[src/rtl/pipe_hazard_unit.sv]
// pipe_hazard_unit
//   Hazard-detection and forwarding controller for the pipelined MIPS core.
//   It tracks the destination tag of every in-flight instruction in a
//   shift-register scoreboard (e[1] = EX ... e[DEPTH] = WB). It also raises a
//   load-use stall combinationally, and registers the forwarding selects that
//   apply once the ID instruction reaches EX.
//
// Parameters
//   REG_AW   register-address width
//   DEPTH    post-ID stages tracked (2..7)
//   LOAD_LAT first distance at which load data may be forwarded (1..DEPTH)
//   FW_W     forward-select width, derived from DEPTH
//
// Ports
//   clk_i, rst_i                 clock, asynchronous active-high reset
//   issue_valid_i                ID stage holds a valid instruction
//   rs_i/rt_i, rs_use_i/rt_use_i source registers and their read enables
//   rd_i, reg_write_i            destination register and its write enable
//   mem_read_i                   ID instruction is a load
//   flush_i                      kills the ID instruction (wins over stall)
//   stall_o, bubble_o            hold PC/IF-ID, insert NOP into ID/EX
//   fwd_rs_o, fwd_rt_o           EX operand source: 0 = ID/EX, d = producer d ahead
//   pending_o                    valid bit per scoreboard entry (bit 0 = EX)
//   stall_cnt_o                  saturating stall-cycle counter (HAZARD_STATS_EN only)
//
// Optional feature macro: HAZARD_STATS_EN

module pipe_hazard_unit #(
  parameter int unsigned REG_AW   = 5,
  parameter int unsigned DEPTH    = 3,
  parameter int unsigned LOAD_LAT = 2,
  localparam int unsigned FW_W    = $clog2(DEPTH + 1)
) (
  input  logic              clk_i,
  input  logic              rst_i,
  input  logic              issue_valid_i,
  input  logic [REG_AW-1:0] rs_i,
  input  logic [REG_AW-1:0] rt_i,
  input  logic              rs_use_i,
  input  logic              rt_use_i,
  input  logic [REG_AW-1:0] rd_i,
  input  logic              reg_write_i,
  input  logic              mem_read_i,
  input  logic              flush_i,
  output logic              stall_o,
  output logic              bubble_o,
  output logic [FW_W-1:0]   fwd_rs_o,
  output logic [FW_W-1:0]   fwd_rt_o,
  output logic [DEPTH-1:0]  pending_o
`ifdef HAZARD_STATS_EN
  ,
  output logic [31:0]       stall_cnt_o
`endif
);

  localparam logic [FW_W-1:0] LOAD_LAT_W = FW_W'(LOAD_LAT);

  logic [DEPTH:1]    sb_valid;
  logic [DEPTH:1]    sb_wr;
  logic [DEPTH:1]    sb_ld;
  logic [REG_AW-1:0] sb_rd [DEPTH:1];

  logic [FW_W-1:0] dist_rs;
  logic [FW_W-1:0] dist_rt;
  logic            ld_rs;
  logic            ld_rt;
  logic            haz_rs;
  logic            haz_rt;
  logic            stall;
  logic            accept;

  // Walk from the oldest entry toward EX so that the nearest (youngest)
  // matching producer is the last one assigned and therefore wins.
  always_comb begin
    dist_rs = '0;
    dist_rt = '0;
    ld_rs   = 1'b0;
    ld_rt   = 1'b0;
    for (int unsigned k = 0; k < DEPTH; k++) begin
      if (rs_use_i && (rs_i != '0) && sb_valid[DEPTH-k] && sb_wr[DEPTH-k] &&
          (sb_rd[DEPTH-k] == rs_i)) begin
        dist_rs = FW_W'(DEPTH - k);
        ld_rs   = sb_ld[DEPTH-k];
      end
      if (rt_use_i && (rt_i != '0) && sb_valid[DEPTH-k] && sb_wr[DEPTH-k] &&
          (sb_rd[DEPTH-k] == rt_i)) begin
        dist_rt = FW_W'(DEPTH - k);
        ld_rt   = sb_ld[DEPTH-k];
      end
    end
  end

  // A matching distance is never 0, so ld_* alone qualifies the compare.
  assign haz_rs = ld_rs && (dist_rs < LOAD_LAT_W);
  assign haz_rt = ld_rt && (dist_rt < LOAD_LAT_W);

  assign stall    = issue_valid_i && (haz_rs || haz_rt) && !flush_i;
  assign accept   = issue_valid_i && !stall && !flush_i;
  assign stall_o  = stall;
  assign bubble_o = stall;
  assign pending_o = sb_valid;

  always_ff @(posedge clk_i or posedge rst_i) begin
    if (rst_i) begin
      sb_valid <= '0;
      sb_wr    <= '0;
      sb_ld    <= '0;
      for (int unsigned d = 1; d <= DEPTH; d++) begin
        sb_rd[d] <= '0;
      end
      fwd_rs_o <= '0;
      fwd_rt_o <= '0;
    end else begin
      sb_valid <= {sb_valid[DEPTH-1:1], accept};
      sb_wr    <= {sb_wr[DEPTH-1:1], reg_write_i};
      sb_ld    <= {sb_ld[DEPTH-1:1], mem_read_i};
      for (int unsigned d = DEPTH; d >= 2; d--) begin
        sb_rd[d] <= sb_rd[d-1];
      end
      sb_rd[1] <= rd_i;
      fwd_rs_o <= accept ? dist_rs : '0;
      fwd_rt_o <= accept ? dist_rt : '0;
    end
  end

`ifdef HAZARD_STATS_EN
  always_ff @(posedge clk_i or posedge rst_i) begin
    if (rst_i) begin
      stall_cnt_o <= '0;
    end else if (stall && (stall_cnt_o != '1)) begin
      stall_cnt_o <= stall_cnt_o + 32'd1;
    end
  end
`endif

endmodule

[config.mk]
export PLATFORM = sky130hd
export DESIGN_NAME = pipe_hazard_unit
export DESIGN_NICKNAME = d
export VERILOG_FILES = /design/src/rtl/pipe_hazard_unit.sv
export SDC_FILE = /design/constraint.sdc
export NUM_CORES = 1
export LEC_CHECK = 0
export ABC_AREA = 1
export BUFFER_PORTS_ARGS = -buffer_cell sky130_fd_sc_hd__buf_2
export CAP_MARGIN = 40
export CORE_MARGIN = 5
export CORE_UTILIZATION = 55
export DETAILED_ROUTE_END_ITERATION = 16
export GPL_ROUTABILITY_DRIVEN = 0
export PLACE_DENSITY = 0.81
export SYNTH_ARGS = -nofsm -noshare
export SYNTH_HDL_FRONTEND = slang
export SYNTH_SLANG_ARGS = --single-unit
[constraint.sdc]
create_clock -name clk_i -period 3.6 [get_ports clk_i]
set_input_delay 0.36 -clock clk_i [delete_from_list [all_inputs] [get_ports clk_i]]
set_output_delay 0.36 -clock clk_i [all_outputs]
set_load 0.02 [all_outputs]
==> results of run 1 <==
-- worst register-to-register path: cells and delay by family (launching register included) --
| family | cells | cell delay (ns) |
|---|---|---|
| buffers and inverters | 1 | 0.09 |
| DFF | 1 | 0.44 |
| and+or+nand+nor | 7 | 0.68 |
-- cell type report --
type	count	area [sq um]
clock buffers	3	22.5
clock inverters	1	30.0
multi-input cells	138	593
fillers	219	805
inverters	33	124
flip-flops and latches	26	651
well taps	30	37.5
repair buffers	32	170
-- flip-flops by register name, indices dropped and copies added, names as in the netlist --
name and cells:
sb_ld 1, fwd_rs_o 2, sb_wr 3, fwd_rt_o 2
sb_rd 15, pending_o 3
-- logic make-up after synthesis --
family          Yosys count  synth area share
simple gates            131             0.403
buf+inv                  34            0.0955
flops                    26             0.473
compound gates            6            0.0218
xor+xnor                  1           0.00637
-- metrics by stage --
| step | area, sq um | setup WS [ns] | instances | hold slack (ns) | utilization |
|---|---|---|---|---|---|
| 6_report | 1630 | 1.56 | 263 | 0.0209 | 0.669 |
| 5_1_grt | 1630 | 1.42 | 263 | 0.0506 | 0.669 |
| 4_1_cts | 1630 | 1.54 | 263 | 0.0319 | 0.669 |
| 3_5_place_dp | 1580 | 1.84 | 259 | 0.361 | 0.648 |
| 3_3_place_gp | 1560 | 1.86 | 258 | 0.358 | 0.641 |
| 2_1_floorplan | 1380 | 1.67 | 198 | 0.354 | - |
-- cell usage after synthesis --
cell type | n | share of area
buf_4 | 1 | 0.0055
inv_2 | 9 | 0.025
nand2_4 | 2 | 0.016
nor2_2 | 5 | 0.023
nand2_2 | 2 | 0.0091
nand2_1 | 86 | 0.23
nor3_2 | 1 | 0.0073
o21ai_1 | 2 | 0.0073
nor3_1 | 2 | 0.0073
nand3_1 | 7 | 0.025
dfrtp_1 | 26 | 0.47
inv_1 | 24 | 0.066
xor2_1 | 1 | 0.0064
nand3_2 | 2 | 0.015
a21oi_1 | 4 | 0.015
nor2_1 | 24 | 0.066
-- final timing paths --
check / to / slack [ns] / startpoint / depth (start not counted)
max in group asynchronous: fwd_rs_o[1] / 3.15 / rst_i / 3
max: bubble_o / 1.56 / sb_rd[0] / 8
min: sb_rd[9] / 0.02 / rst_i / 2
min reg2reg: sb_wr[3] / 0.39 / sb_wr[2] / 0
min in group clk_i: sb_rd[0] / 0.12 / rd_i[0] / 1
max reg2reg: fwd_rs_o[0] / 2.30 / sb_rd[0] / 8
-- cells in the final DEF (no fill, tap or decap) --
cell type,netlist,routed
nand2_1,86,86
buf_2,0,31
dfrtp_1,26,26
inv_1,24,24
nor2_1,24,24
inv_2,9,9
nand3_1,7,7
nor2_2,5,5
a21oi_1,4,4
clkbuf_4,0,3
nand2_2,2,2
nand3_2,2,2
nor3_1,2,2
nand2_4,2,2
o21ai_1,2,2
nor3_2,1,1
xor2_1,1,1
bufinv_16,0,1
buf_8,0,1
-- power by group --
group	total (mW)	internal, mW	switching (mW)
Sequential	0.315	0.305	0.0104
Clock	0.198	0.113	0.0852
Combinational	0.0832	0.0304	0.0528
-- per-layer routing --
metal  vias up  global-route usage
met3         7              0.0216
met5         -                   0
met4         0              0.0759
met2        30               0.292
li1        654                   -
met1       553               0.240
==> flow_summary.json, run 1 <==
{
  "htree_num_levels": 1,
  "cpMostUsedCell": "nor2_1",
  "grt-ovfl-total": 0,
  "wl_met1_um": 1240,
  "grt_max_degree": 16,
  "clock.fmax_ghz": 0.489,
  "drv_cap": 0,
  "placementRows": 18,
  "synthCells": 198,
  "cts_buffers": 3,
  "die_area_sq_um": 3600,
  "critPathBufInv": 2,
  "hold_viol_final": 0,
  "final_nets": 257,
  "cp_slowest_cell": "dfrtp_1",
  "drive_gt1_frac": 0.245,
  "clkTransAtPathRegs_ns": 0.14,
  "drt_iter0_drc": 83,
  "slew_violations": 0,
  "wl_met2_um": 1320,
  "area_delta_synth_final_pct": 18.4,
  "critical_path_class": "flop to output port",
  "antenna_found_initial": 0,
  "routedWlPerCell_um": 10.5,
  "wl_um": 2760,
  "ir_drop_mv": 0.314,
  "synth_seq_cells": 26,
  "dr_wl_met3_um": 143,
  "grt_pass1_vias": 1144,
  "ant_nets": 0,
  "fin_skew_ns": 0.0107,
  "holdCritPathClass": "input port to async pin",
  "cts_setup_buffers": 0,
  "dieWidth_um": 60,
  "status": "finished, final reports clean",
  "drc": 0,
  "crit_chain": "inv_1 -> nor2_1 -> nor3_1 -> nand3_2 -> nand2_2 -> nand2_4 -> nor2_1 -> buf_2",
  "antenna_cells": 0,
  "cp.arrival_ns": 1.68,
  "crit_path_max_fanout": 4,
  "finalCritPeriodShare": 0.568,
  "p_leak_nw": 0.987,
  "insertion_delay_ns": 0.32,
  "power.density_nw_per_um2": 366,
  "finalPower_mw": 0.596,
  "rsz0062_at_grt": "no",
  "cts_sinks": 26,
  "setup_tns_ns": 0,
  "cp_top_family": "simple AND/OR/NAND/NOR gates",
  "post_synth_num_cell_types": 16,
  "top_layer": "met4",
  "dp_hpwl_um": 2280,
  "postCtsHoldBufs": 0,
  "core_region_area_sq_um": 2430,
  "clock-root-buffer": "clkbuf_4",
  "fp.dieH_um": 60,
  "detail_route.vias_per_cell": 4.73,
  "syn_nets": 221,
  "synth.avg_cell_area_sq_um": 6.94,
  "end_kind": "output port",
  "track_usage": 0.179,
  "maxSlewHeadroom": 0.696,
  "routed-via-count": 1244,
  "synth-seq-area-share": 0.473,
  "pin_count": 32,
  "cts_tree": "built",
  "synthesis.area_sq_um": 1380,
  "first_pass_iters": 4,
  "grt_pass1_wl_um": 4820,
  "cp-start-kind": "flop",
  "clockBufferDepth": 2,
  "port_buffers": 31,
  "finalSetupViolCount": 0,
  "worstMarginPinSlew_ns": 0.456,
  "yosysWarnings": 0,
  "crit_required_ns": 3.24,
  "post_cts_resized": 0,
  "cp_slowest_stage_delay_ns": 0.44,
  "start_util": 0.565,
  "min_period_ns": 2.04
}
Note: power is estimated with default switching activity, not from simulation.
==> run 2: changes to the inputs <==
Settings changed: ABC_AREA 1 to 0, CORE_UTILIZATION 55 to 50, PLACE_DENSITY 0.81 to 0.77.
Clock period 3.6 ns to 1.95 ns, I/O delays scaled along.
==> flow_summary.json, run 2 <==
{
  "grt_pass1_wl_um": 4460,
  "core_region_area_sq_um": 2190,
  "cp.arrival_ns": 1.86,
  "fin_ws_ns": -0.101,
  "drc": 0,
  "r2r_setup_slack_ns": 0.28,
  "clock.fmax_ghz": 0.488,
  "synth-edff-count": 0,
  "ant_nets": 0,
  "first_pass_iters": 4,
  "worstMarginPinSlew_ns": 0.420,
  "clock-root-buffer": "clkbuf_4",
  "cts_buffers": 3,
  "finalCritPeriodShare": 1.05,
  "async_reset_ff_frac": 1.00,
  "yosysWarnings": 0,
  "layout.cells.most_common": "buf_2",
  "status": "finished with violations",
  "insertion_delay_ns": 0.32,
  "track_usage": 0.178,
  "synth.most_common_cell": "dfrtp_1",
  "post_synth_num_cell_types": 18,
  "drt_iter0_drc": 21,
  "synth_top_cells_by_count": "dfrtp_1, xnor2_1, nand4_1, xor2_1, nor4_1",
  "synth_ff_type": "dfrtp_1",
  "synth.avg_cell_area_sq_um": 12.5,
  "port_buffers": 31,
  "clkTransAtPathRegs_ns": 0.14,
  "drv_cap": 0,
  "holdCritPathClass": "input port to flop",
  "cts_sinks": 26,
  "routedWlPerCell_um": 16.1,
  "synthCells": 91,
  "grt-ovfl-total": 0,
  "fill_cells": 142,
  "dp_hpwl_um": 1890,
  "instances_no_fill": 171,
  "synth-seq-area-share": 0.573,
  "cts_tree": "built",
  "violations": "negative setup slack",
  "maxSlewHeadroom": 0.717,
  "detail_route.vias_per_cell": 5.33,
  "min_period_ns": 2.05,
  "p_leak_nw": 0.673,
  "place_inst": 154,
  "die_area_sq_um": 3330,
  "power.density_nw_per_um2": 656,
  "htree_num_levels": 1,
  "finalPower_mw": 1.02,
  "end_kind": "output port",
  "synthesis.area_sq_um": 1140,
  "cp-start-kind": "flop",
  "slew_violations": 0,
  "regMostFlops": "sb_rd",
  "ir_drop_mv": 0.534,
  "crit_path_max_fanout": 3,
  "area_delta_synth_final_pct": 36.1,
  "startpoint": "sb_rd[4]",
  "critical_path_class": "flop to output port",
  "placementRows": 17,
  "endpoint": "stall_o",
  "largest_reg_flops": 15,
  "grt_max_degree": 27,
  "synth_seq_cells": 26,
  "rsz0062_at_grt": "yes",
  "wl_um": 2750,
  "grt_pass1_vias": 968,
  "dieWidth_um": 57.7,
  "r2r_end": "fwd_rt_o[0]",
  "antenna_cells": 0,
  "antenna_found_initial": 0,
  "routed-via-count": 912,
  "fin_skew_ns": 0.00515,
  "drive_gt1_frac": 0.350,
  "syn_nets": 114,
  "netlist_top_cells_area": "dfrtp_1, xnor2_1, xor2_1, nand4_1, nor4_1",
  "finalSetupViolCount": 2,
  "r2r_start": "sb_rd[7]",
  "hold_viol_final": 0,
  "yosysTopAreaCell": "dfrtp_1",
  "start_util": 0.519,
  "pin_count": 32,
  "crit_required_ns": 1.75,
  "synth_top_area_frac": 0.573,
  "clockBufferDepth": 2,
  "mostFrequentLayoutCells": "buf_2, dfrtp_1, xnor2_1",
  "fp.dieH_um": 57.7,
  "final_nets": 167,
  "rr_worst_depth": 5
}
## run 2: cell count changes after synthesis, moves of 4 or more
cell	previous run	this run
xnor2_1	0	24
nor2_1	24	1
nand3_1	7	0
or4_1	0	4
nor2_2	5	0
xor2_1	1	6
nand2_1	86	3
inv_1	24	1
nor4_1	0	5
nand4_1	0	6
inv_2	9	0
## run 2: cell type report
cell class,count,area [sq um],area share
sequential,26,651,0.421
inverter,1,3.75,0.00243
multi-input combinational,63,505,0.327
timing repair buffer,49,315,0.204
clock buffer,4,36.3,0.0235
tap,28,35.0,0.0227
## run 2: kinds of logic (layout without fill, tap and decap cells)
family / Yosys count / count (layout) / synth area share
XOR/XNOR: 30 / 30 / 0.231
buffers and inverters: 2 / 54 / 0.00991
AO/OA/AOI/OAI: 7 / 7 / 0.0463
flip-flops: 26 / 26 / 0.573
AND/OR/NAND/NOR: 26 / 26 / 0.140
## run 2: where the power goes
part / switching (mW) / internal [mW]
Sequential: 0.0216 / 0.562
Clock: 0.157 / 0.114
Combinational: 0.0811 / 0.0785
## run 2: per-stage QoR
stage / setup TNS [ns] / instance area, sq um / hold slack (ns) / setup WS (ns) / utilization
after floorplan: 0 / 1140 / 0.226 / 0.00593 / -
after global placement: 0 / 1360 / 0.255 / 0.134 / 0.620
after detailed placement: 0 / 1360 / 0.264 / 0.103 / 0.620
after CTS: -0.120 / 1520 / 0.279 / -0.0598 / 0.693
after global routing: -0.451 / 1550 / 0.333 / -0.226 / 0.706
final: -0.202 / 1550 / 0.313 / -0.101 / 0.706
## run 2: critical path: stages (launching register included)
cell,delay [ns]
dfrtp_1,0.46
xnor2_1,0.17
nand4_1,0.17
nor4_4,0.29
o21a_1,0.17
nor2b_4,0.14
buf_4,0.14
## run 2: worst min-delay path by stage
stage	depth (start not counted)	from	slack, ns	endpoint
floorplan	0	mem_read_i	0.23	sb_ld[1]
global placement	3	rst_i	0.25	sb_wr[1]
finish	3	issue_valid_i	0.31	fwd_rs_o[0]
detailed placement	3	rst_i	0.26	sb_rd[2]
CTS	3	issue_valid_i	0.28	fwd_rs_o[0]
global route	3	issue_valid_i	0.33	fwd_rs_o[0]
## run 2: repair_timing
item,4_1_cts,5_1_grt
hold endpoints to repair,33,0
buffers inserted,3,2
setup endpoints to repair,2,2
hold buffers,8,0
resized for setup,4,2
pin swaps,4,7
## run 2: layer usage
layer / vias up / track usage / wire, um / part of all wire
met2: 38 / 0.300 / 1430 / 0.52
met4: 0 / 0.0861 / 68 / 0.025
met5: - / 0 / 0 / 0
li1: 426 / - / - / -
met3: 8 / 0.0379 / 155 / 0.056
met1: 440 / 0.216 / 1100 / 0.40
==> run 3: changes to the inputs <==
Settings changed: ABC_AREA 0 to default, CELL_PAD_IN_SITES_DETAIL_PLACEMENT from default to 0, CELL_PAD_IN_SITES_GLOBAL_PLACEMENT from default to 1, CORE_UTILIZATION 50 to 39, PLACE_DENSITY 0.77 to default, PLACE_DENSITY_LB_ADDON from default to 0.1.
==> flow_summary.json, run 3 (synthesis gave the netlist of run 2 again) <==
{
  "status": "finished with violations",
  "violations": "negative setup slack",
  "instances_no_fill": 175,
  "largest_reg_flops": 15,
  "finalCritPeriodShare": 1.07,
  "layout.cells.most_common": "buf_2",
  "final_nets": 168,
  "routed-via-count": 830,
  "drc": 0,
  "insertion_delay_ns": 0.32,
  "grt_max_degree": 27,
  "clock.fmax_ghz": 0.480,
  "p_leak_nw": 0.692,
  "end_kind": "output port",
  "rsz0062_at_grt": "yes",
  "clock-root-buffer": "clkbuf_4",
  "track_usage": 0.132,
  "wl_um": 2460,
  "drt_iter0_drc": 17,
  "fin_ws_ns": -0.132,
  "crit_path_max_fanout": 2,
  "timing.hold.ws_ns": 0.287,
  "ir_drop_mv": 0.672,
  "holdCritPathClass": "input port to flop",
  "r2r_setup_slack_ns": 0.37,
  "core_region_area_sq_um": 2780,
  "start_util": 0.408,
  "critPathBufInv": 2,
  "critical_path_class": "flop to output port",
  "cp_top_family": "simple AND/OR/NAND/NOR gates",
  "worstMarginPinSlew_ns": 0.353,
  "cp_slowest_cell": "dfrtp_1",
  "port_buffers": 31,
  "drv_cap": 0,
  "dpl-instance-area_sq_um": 1390,
  "cts_sinks": 26,
  "die_area_sq_um": 4090,
  "cts_tree": "built",
  "routedWlPerCell_um": 14.1,
  "cp_slowest_stage_delay_ns": 0.43,
  "worstHoldEndpoint": "fwd_rs_o[1]",
  "r2r_start": "sb_rd[7]",
  "htree_num_levels": 1,
  "place_inst": 160,
  "power.density_nw_per_um2": 701,
  "fin_skew_ns": 0.00422,
  "maxSlewHeadroom": 0.762,
  "holdCritStartpoint": "issue_valid_i",
  "hold_viol_final": 0,
  "slew_violations": 0,
  "first_pass_iters": 4,
  "drive_gt1_frac": 0.361,
  "cpMostUsedCell": "buf_6",
  "grt_pass1_wl_um": 4280,
  "detail_route.vias_per_cell": 4.74,
  "finalSetupViolCount": 2,
  "fill_cells": 242,
  "area_delta_synth_final_pct": 40.2,
  "min_period_ns": 2.08,
  "dieWidth_um": 64.0,
  "regMostFlops": "sb_rd",
  "rr_worst_depth": 5,
  "grt_pass1_vias": 925,
  "pin_count": 32,
  "placementRows": 19,
  "clockBufferDepth": 2,
  "mostFrequentLayoutCells": "buf_2, dfrtp_1, xnor2_1",
  "hold_path_depth": 3,
  "antenna_found_initial": 0,
  "grt-ovfl-total": 0,
  "crit_chain": "buf_6 -> xnor2_2 -> nand4_1 -> nor4_4 -> o21a_1 -> nor2b_4 -> buf_6",
  "dp_hpwl_um": 1880,
  "r2r_end": "fwd_rt_o[0]",
  "final_cell_area_sq_um": 1590,
  "ant_nets": 0,
  "cp.arrival_ns": 1.89,
  "antenna_cells": 0,
  "cts_buffers": 3,
  "fp.dieH_um": 64.0,
  "crit_required_ns": 1.75,
  "cp-start-kind": "flop",
  "clkTransAtPathRegs_ns": 0.14
}
## run 3: what timing repair did
action                                  CTS  global route
buffers inserted                          2             1
gates resized for setup                  10             0
hold buffers                              8             0
hold endpoints to repair                 33             0
pin swaps                                 4             0
endpoints found under the setup margin    2             2
## run 3: routing by layer
layer | up-vias | share of wire | wire length, um | track usage
met5 | - | 0 | 0 | 0
met2 | 20 | 0.47 | 1160 | 0.205
met4 | 0 | 0.0053 | 13 | 0.0234
met1 | 381 | 0.48 | 1170 | 0.188
li1 | 427 | - | - | -
met3 | 2 | 0.046 | 113 | 0.0368
## run 3: worst max path at each step
stage | start | end | slack, ns | cells past startpoint
global route | sb_rd[4] | bubble_o | -0.26 | 6
finish | sb_rd[0] | bubble_o | -0.13 | 7
global placement | sb_rd[4] | stall_o | -0.04 | 6
detailed placement | sb_rd[4] | bubble_o | -0.03 | 6
CTS | sb_rd[0] | bubble_o | -0.13 | 7
floorplan | sb_rd[0] | stall_o | 0.006 | 6
## run 3: worst register-to-register path, stage by stage (launching register included)
cell and delay, ns:
dfrtp_1 0.45, xnor2_1 0.17, nand4_1 0.13, or4_1 0.51, a21oi_1 0.15, nor3_1 0.06
## run 3: layout make-up
cell class,count,area (sq um),share of cell area
sequential,26,651,0.408
multi-input combinational,63,513,0.322
timing repair buffer,50,334,0.210
tap,31,38.8,0.0244
clock inverter,1,30.0,0.0189
clock buffer,3,22.5,0.0141
inverter,1,3.75,0.00236
## run 3: through the flow
step                utilization  power (mW)  setup TNS [ns]  setup WS, ns
floorplan                     -       0.667               0       0.00593
global placement          0.498       0.736         -0.0826       -0.0414
CTS                       0.570        1.14          -0.267        -0.133
detailed placement        0.498       0.737         -0.0696       -0.0349
finish                    0.573        1.12          -0.264        -0.132
global route              0.573        1.17          -0.521        -0.262
## run 3: report_power, final
part / internal (mW) / leakage (nW) / switching (mW)
combinational: 0.0842 / 0.348 / 0.0782
clock: 0.208 / 0.0279 / 0.164
sequential: 0.563 / 0.316 / 0.0199
total: 0.855 / 0.692 / 0.262
